`src/rtl/pwm_gen_pkg.sv`:
```
// Shared defaults, types and helpers for the PWM serializer word generator.
package pwm_gen_pkg;
    localparam int SER_DEF  = 8;
    localparam int CW_DEF   = 16;
    localparam int FRAC_DEF = 4;

    typedef logic [CW_DEF+FRAC_DEF-1:0] duty_t;
    typedef logic [CW_DEF-1:0]          period_t;

    function automatic int clog2_min1(input int n);
        return (n <= 2) ? 1 : $clog2(n);
    endfunction
endpackage

```
`src/rtl/pwm_word_cmp.sv`:
```
// One channel's SER-bit output word for the current phase; bit 0 leaves first.
module pwm_word_cmp
    import pwm_gen_pkg::*;
#(
    parameter int SER = SER_DEF,
    parameter int CW  = CW_DEF
) (
    input  logic [CW-1:0]  ph_i,
    input  logic [CW-1:0]  per_act_i,
    input  logic [CW-1:0]  duty_act_i,
    input  logic [CW-1:0]  duty_sh_i,
    output logic [SER-1:0] word_o
);
    for (genvar i = 0; i < SER; i++) begin : g_bit
        logic [CW:0] pos_abs;
        logic [CW:0] pos_rel;
        logic        wrapped;

        assign pos_abs = {1'b0, ph_i} + (CW+1)'(i);
        assign wrapped = pos_abs >= {1'b0, per_act_i};
        // Bits past the frame end already belong to the next frame and its duty.
        assign pos_rel = wrapped ? pos_abs - {1'b0, per_act_i} : pos_abs;
        assign word_o[i] = wrapped ? (pos_rel < {1'b0, duty_sh_i})
                                   : (pos_rel < {1'b0, duty_act_i});
    end
endmodule

```
`src/rtl/pwm_serdes_gen.sv`:
```
// Multi-channel PWM word generator for an SER:1 serializer with shadowed config.
// Optional frame-to-frame duty dithering is built when PWM_DITHER_EN is defined.
module pwm_serdes_gen
    import pwm_gen_pkg::*;
#(
    parameter int NCH        = 2,
    parameter int SER        = SER_DEF,
    parameter int CW         = CW_DEF,
    parameter int FRAC       = FRAC_DEF,
    parameter int PERIOD_RST = 256
) (
    input  logic                       clk,
    input  logic                       rst,
    input  logic                       en,
    input  logic                       cfg_period_we,
    input  logic [CW-1:0]              cfg_period,
    input  logic                       cfg_duty_we,
    input  logic [clog2_min1(NCH)-1:0] cfg_ch,
    input  logic [CW+FRAC-1:0]         cfg_duty,
    output logic [NCH*SER-1:0]         pwm_word,
    output logic                       frame_start
);
    localparam logic [CW:0]   SER_W   = (CW+1)'(SER);
    localparam logic [CW-1:0] SER_P   = CW'(SER);
    localparam logic [CW-1:0] PER_RST = CW'(PERIOD_RST);

    logic [CW-1:0]      ph_q, ph_d;
    logic [CW-1:0]      per_act_q, per_sh_q, per_promo;
    logic [CW:0]        ph_sum;
    logic               boundary, wrap_word, promote;
    logic [NCH*SER-1:0] word_d, pwm_word_q;
    logic               frame_start_q;

    assign ph_sum    = {1'b0, ph_q} + SER_W;
    // The edge after the last word of a frame promotes, so the next frame's
    // first bit (wrapped or at ph=0) already sees the new settings.
    assign boundary  = ph_sum >= {1'b0, per_act_q};
    assign wrap_word = ph_sum > {1'b0, per_act_q};
    assign promote   = !en || boundary;
    assign per_promo = (per_sh_q < SER_P) ? SER_P : per_sh_q;

    always_comb begin
        ph_d = ph_sum[CW-1:0];
        if (!en) begin
            ph_d = '0;
        end else if (boundary) begin
            ph_d = CW'(ph_sum - {1'b0, per_act_q});
        end
    end

    always_ff @(posedge clk) begin
        if (rst) begin
            ph_q      <= '0;
            per_act_q <= PER_RST;
            per_sh_q  <= PER_RST;
        end else begin
            ph_q <= ph_d;
            if (cfg_period_we) per_sh_q <= cfg_period;
            if (promote) per_act_q <= per_promo;
        end
    end

`ifndef PWM_DITHER_EN
    logic unused_frac;
    assign unused_frac = ^cfg_duty[FRAC-1:0];
`endif

    for (genvar c = 0; c < NCH; c++) begin : g_ch
        logic [CW-1:0] duty_act_q, duty_sh_q, duty_nxt;
        logic          sel;

        assign sel = cfg_duty_we && (32'(cfg_ch) == 32'(c));

`ifdef PWM_DITHER_EN
        logic [FRAC-1:0] frac_sh_q, acc_q;
        logic [FRAC:0]   acc_sum;
        logic [CW:0]     duty_inc;

        assign acc_sum  = {1'b0, acc_q} + {1'b0, frac_sh_q};
        assign duty_inc = {1'b0, duty_sh_q} + (CW+1)'(acc_sum[FRAC] & en);
        assign duty_nxt = (duty_inc > {1'b0, per_promo}) ? per_promo : duty_inc[CW-1:0];

        always_ff @(posedge clk) begin
            if (rst) begin
                frac_sh_q <= '0;
                acc_q     <= '0;
            end else begin
                if (sel) frac_sh_q <= cfg_duty[FRAC-1:0];
                if (!en) begin
                    acc_q <= '0;
                end else if (boundary) begin
                    acc_q <= acc_sum[FRAC-1:0];
                end
            end
        end
`else
        assign duty_nxt = duty_sh_q;
`endif

        always_ff @(posedge clk) begin
            if (rst) begin
                duty_sh_q  <= '0;
                duty_act_q <= '0;
            end else begin
                if (sel) duty_sh_q <= cfg_duty[CW+FRAC-1:FRAC];
                if (promote) duty_act_q <= duty_nxt;
            end
        end

        pwm_word_cmp #(
            .SER (SER),
            .CW  (CW)
        ) u_cmp (
            .ph_i       (ph_q),
            .per_act_i  (per_act_q),
            .duty_act_i (duty_act_q),
            .duty_sh_i  (duty_nxt),
            .word_o     (word_d[c*SER +: SER])
        );
    end

    always_ff @(posedge clk) begin
        if (rst || !en) begin
            pwm_word_q    <= '0;
            frame_start_q <= 1'b0;
        end else begin
            pwm_word_q    <= word_d;
            frame_start_q <= (ph_q == '0) || wrap_word;
        end
    end

    assign pwm_word    = pwm_word_q;
    assign frame_start = frame_start_q;
endmodule

```
`config.mk`:
```
export PLATFORM = sky130hd
export DESIGN_NAME = pwm_serdes_gen
export DESIGN_NICKNAME = d
export VERILOG_FILES = /design/src/rtl/pwm_gen_pkg.sv /design/src/rtl/pwm_word_cmp.sv /design/src/rtl/pwm_serdes_gen.sv
export SDC_FILE = /design/constraint.sdc
export NUM_CORES = 1
export LEC_CHECK = 0
export ABC_AREA = 1
export BUFFER_PORTS_ARGS = -buffer_cell sky130_fd_sc_hd__buf_2
export CORE_MARGIN = 2
export CORE_UTILIZATION = 40
export CTS_CLUSTER_DIAMETER = 200
export DETAILED_ROUTE_END_ITERATION = 16
export RECOVER_POWER = 100
export SLEW_MARGIN = 20
export SYNTH_ARGS = -nofsm -noshare
export SYNTH_HDL_FRONTEND = slang
export SYNTH_SLANG_ARGS = --single-unit
```
`constraint.sdc`:
```
create_clock -name clk -period 6.9 [get_ports clk]
set_input_delay 0.345 -clock clk [delete_from_list [all_inputs] [get_ports clk]]
set_output_delay 0.345 -clock clk [all_outputs]
set_load 0.02 [all_outputs]
```
==> metrics <==
Die X-Extent 256.8 um; Slew headroom -1.052; Post-Route WL 108000 um; register area share after synthesis 0.1010; Synth Cell Area 25570 um2; Layout area overhead 7.124%; Post-DP HPWL 84860 um; grt peak-use layer met2; ANT nets after route 0; Wirelength per Cell 22.90 um; register clock-pin slew on the reported worst setup and hold paths 0.09 ns; critical path arrival 6.91 ns; final hold vios 0; Setup CP Type reg2reg; antenna violations before repair 1; Final min period 6.479 ns; clk buf depth 2; failing checks max-capacitance violations, max-slew violations; CP endpoint kind flop; clock root buffer clkbuf_16; first-pass GRT wire length 156700 um; Sink Count 129; Layout Nets 4526; post-route design area 27390 um2; status complete, but fails checks; met2 Usage GRT 0.5012; GRT Residual Overflow 0; worst setup margin 0.4206 ns; Overall Global Routing Usage 0.3182; vias per std cell 5.757; area of the core 63200 um2; Pins Over Slew Limit 91; Hold WC Path Type in2reg; max frequency 0.1543 GHz; CP top delay family simple AND/OR/NAND/NOR gates; layout cells sized above 1 0.05890; max_cap viols 1; TritonCTS clock tree done; antenna diode instance count 0; post-route DRC violation count 0; asr flop ratio synth 0; # port buffers 54; Vias 27157; final setup TNS 0 ns; Worst path slowest cell o21ai_0; Ys Warns 0; unrepaired setup endpoints after global routing false; 1st-iter DRT viols 2800; Startpoint Class flop; largest net degree at the start of global routing 91; M3 GR Usage 0.04320; Die H 256.8 um; Place WS 0.5963 ns; Worst Max-Slew Pin Slew 3.077 ns; Total Die Area 65970 um2; critical path required time 7.33 ns; synthesized flop and latch total 129; Final period util 0.9390; Clock Skews 0.02323 ns; RePlAce Congestion 0.9976; Mapped Avg Cell Area 6.722 um2; worst skew pair latency 0.50 ns; Worst path most repeated cell nand2_1; Buf+Inv Stages, Crit Path 3; met1 Use GR 0.4363; Primary FF master, synth dfxtp_1; syn_nets 4472; H-tree levels 4; EDFF count, synth 0; post-CTS setup buffers 0; most frequent cells in the layout 769 x nand2_1, 622 x ha_1, 452 x a21oi_1, 392 x inv_1, 324 x o21ai_0; Area after DPL 26860 um2; initial core utilization 0.4046; CTS Buf Count 17; Max stage delay on crit path 0.77 ns; Syn Inst Count 3804; First-pass DRT Iterations 6; I/O pins 59; CP max FO 22; num rows 92; number of global-route vias before repair 24186; most common cell after layout, fill and taps aside nand2_1; post-synthesis cell type count 54; final setup fails 0
## area by class of cell
class / instances / area, um2
Sequential cell: 129 / 2582
Fill cell: 6790 / 35800
Multi-Input combinational cell: 3193 / 20960
Clock buffer: 18 / 439.2
Clock inverter: 14 / 175.2
Tap cell: 846 / 1059
Timing Repair Buffer: 110 / 650.6
Inverter: 407 / 1528
## worst paths after layout
kind                            slack (ns)  cells after the start     startpoint             to
worst min register to register        0.46                      2  per_act_q[13]  per_act_q[13]
worst max-delay path                  0.42                     31        ph_q[8]   pwm_word[13]
worst max register to register        0.42                     31        ph_q[8]   pwm_word[13]
worst min-delay path                  0.07                      3  cfg_period[3]    per_sh_q[3]
## cells by family after synthesis
kind of cell / share of synthesized area
multiplexers: 0.0007829
adder cells (fa/ha/maj): 0.3075
AO/OA/AOI/OAI: 0.2138
buffers and inverters: 0.07799
flip-flops: 0.1010
AND/OR/NAND/NOR: 0.2356
XOR/XNOR: 0.06336
## through the flow
stage / util / hold slack (ns) / instances
after floorplan: - / 0.4434 / 3804
after global placement: 0.4250 / 0.4530 / 4685
after detailed placement: 0.4250 / 0.4555 / 4685
after CTS: 0.4347 / 0.05700 / 4717
after global routing: 0.4335 / 0.07288 / 4717
final: 0.4335 / 0.07150 / 4717
## registers in the layout, indices dropped and copies added (netlist names)
register and count:
pwm_word 16, frame_start 1, per_act_q 16, g_ch.duty_nxt 32
g_ch.duty_act_q 32, ph_q 16, per_sh_q 16
## what timing repair did
action	CTS	global route
endpoints found under the setup margin	0	1
hold buffers	0	0
gates resized for setup	0	3
## cells in the mapped netlist (all sizes together), types with 34 or more instances
master,number,share of area
nor3,49,0.0096
xor2,151,0.052
a21oi,483,0.10
nand3,174,0.035
xnor2,34,0.012
dfxtp,129,0.10
nand2,798,0.12
buf,41,0.013
inv,398,0.058
o21ai,347,0.068
o21bai,48,0.014
ha,622,0.30
clkbuf,34,0.0050
nor2,277,0.044
nand4,67,0.016
## worst register-to-register path: cells and delay by family, from the launching register on
| family | cells | cell delay, ns |
|---|---|---|
| simple gates | 20 | 2.81 |
| buf+inv | 3 | 0.47 |
| xor+xnor | 1 | 0.43 |
| compound gates | 5 | 1.32 |
| fa+ha+maj | 2 | 0.73 |
| flops | 1 | 0.67 |
## per-layer routing
layer	share of wire	wire [um]
met1	0.44	46990
met2	0.43	46340
met3	0.091	9807
met4	0.045	4864
met5	0.00012	13
Power is not shown: default switching activity piles up to over one toggle a cycle in this logic, so the estimate is an artifact.
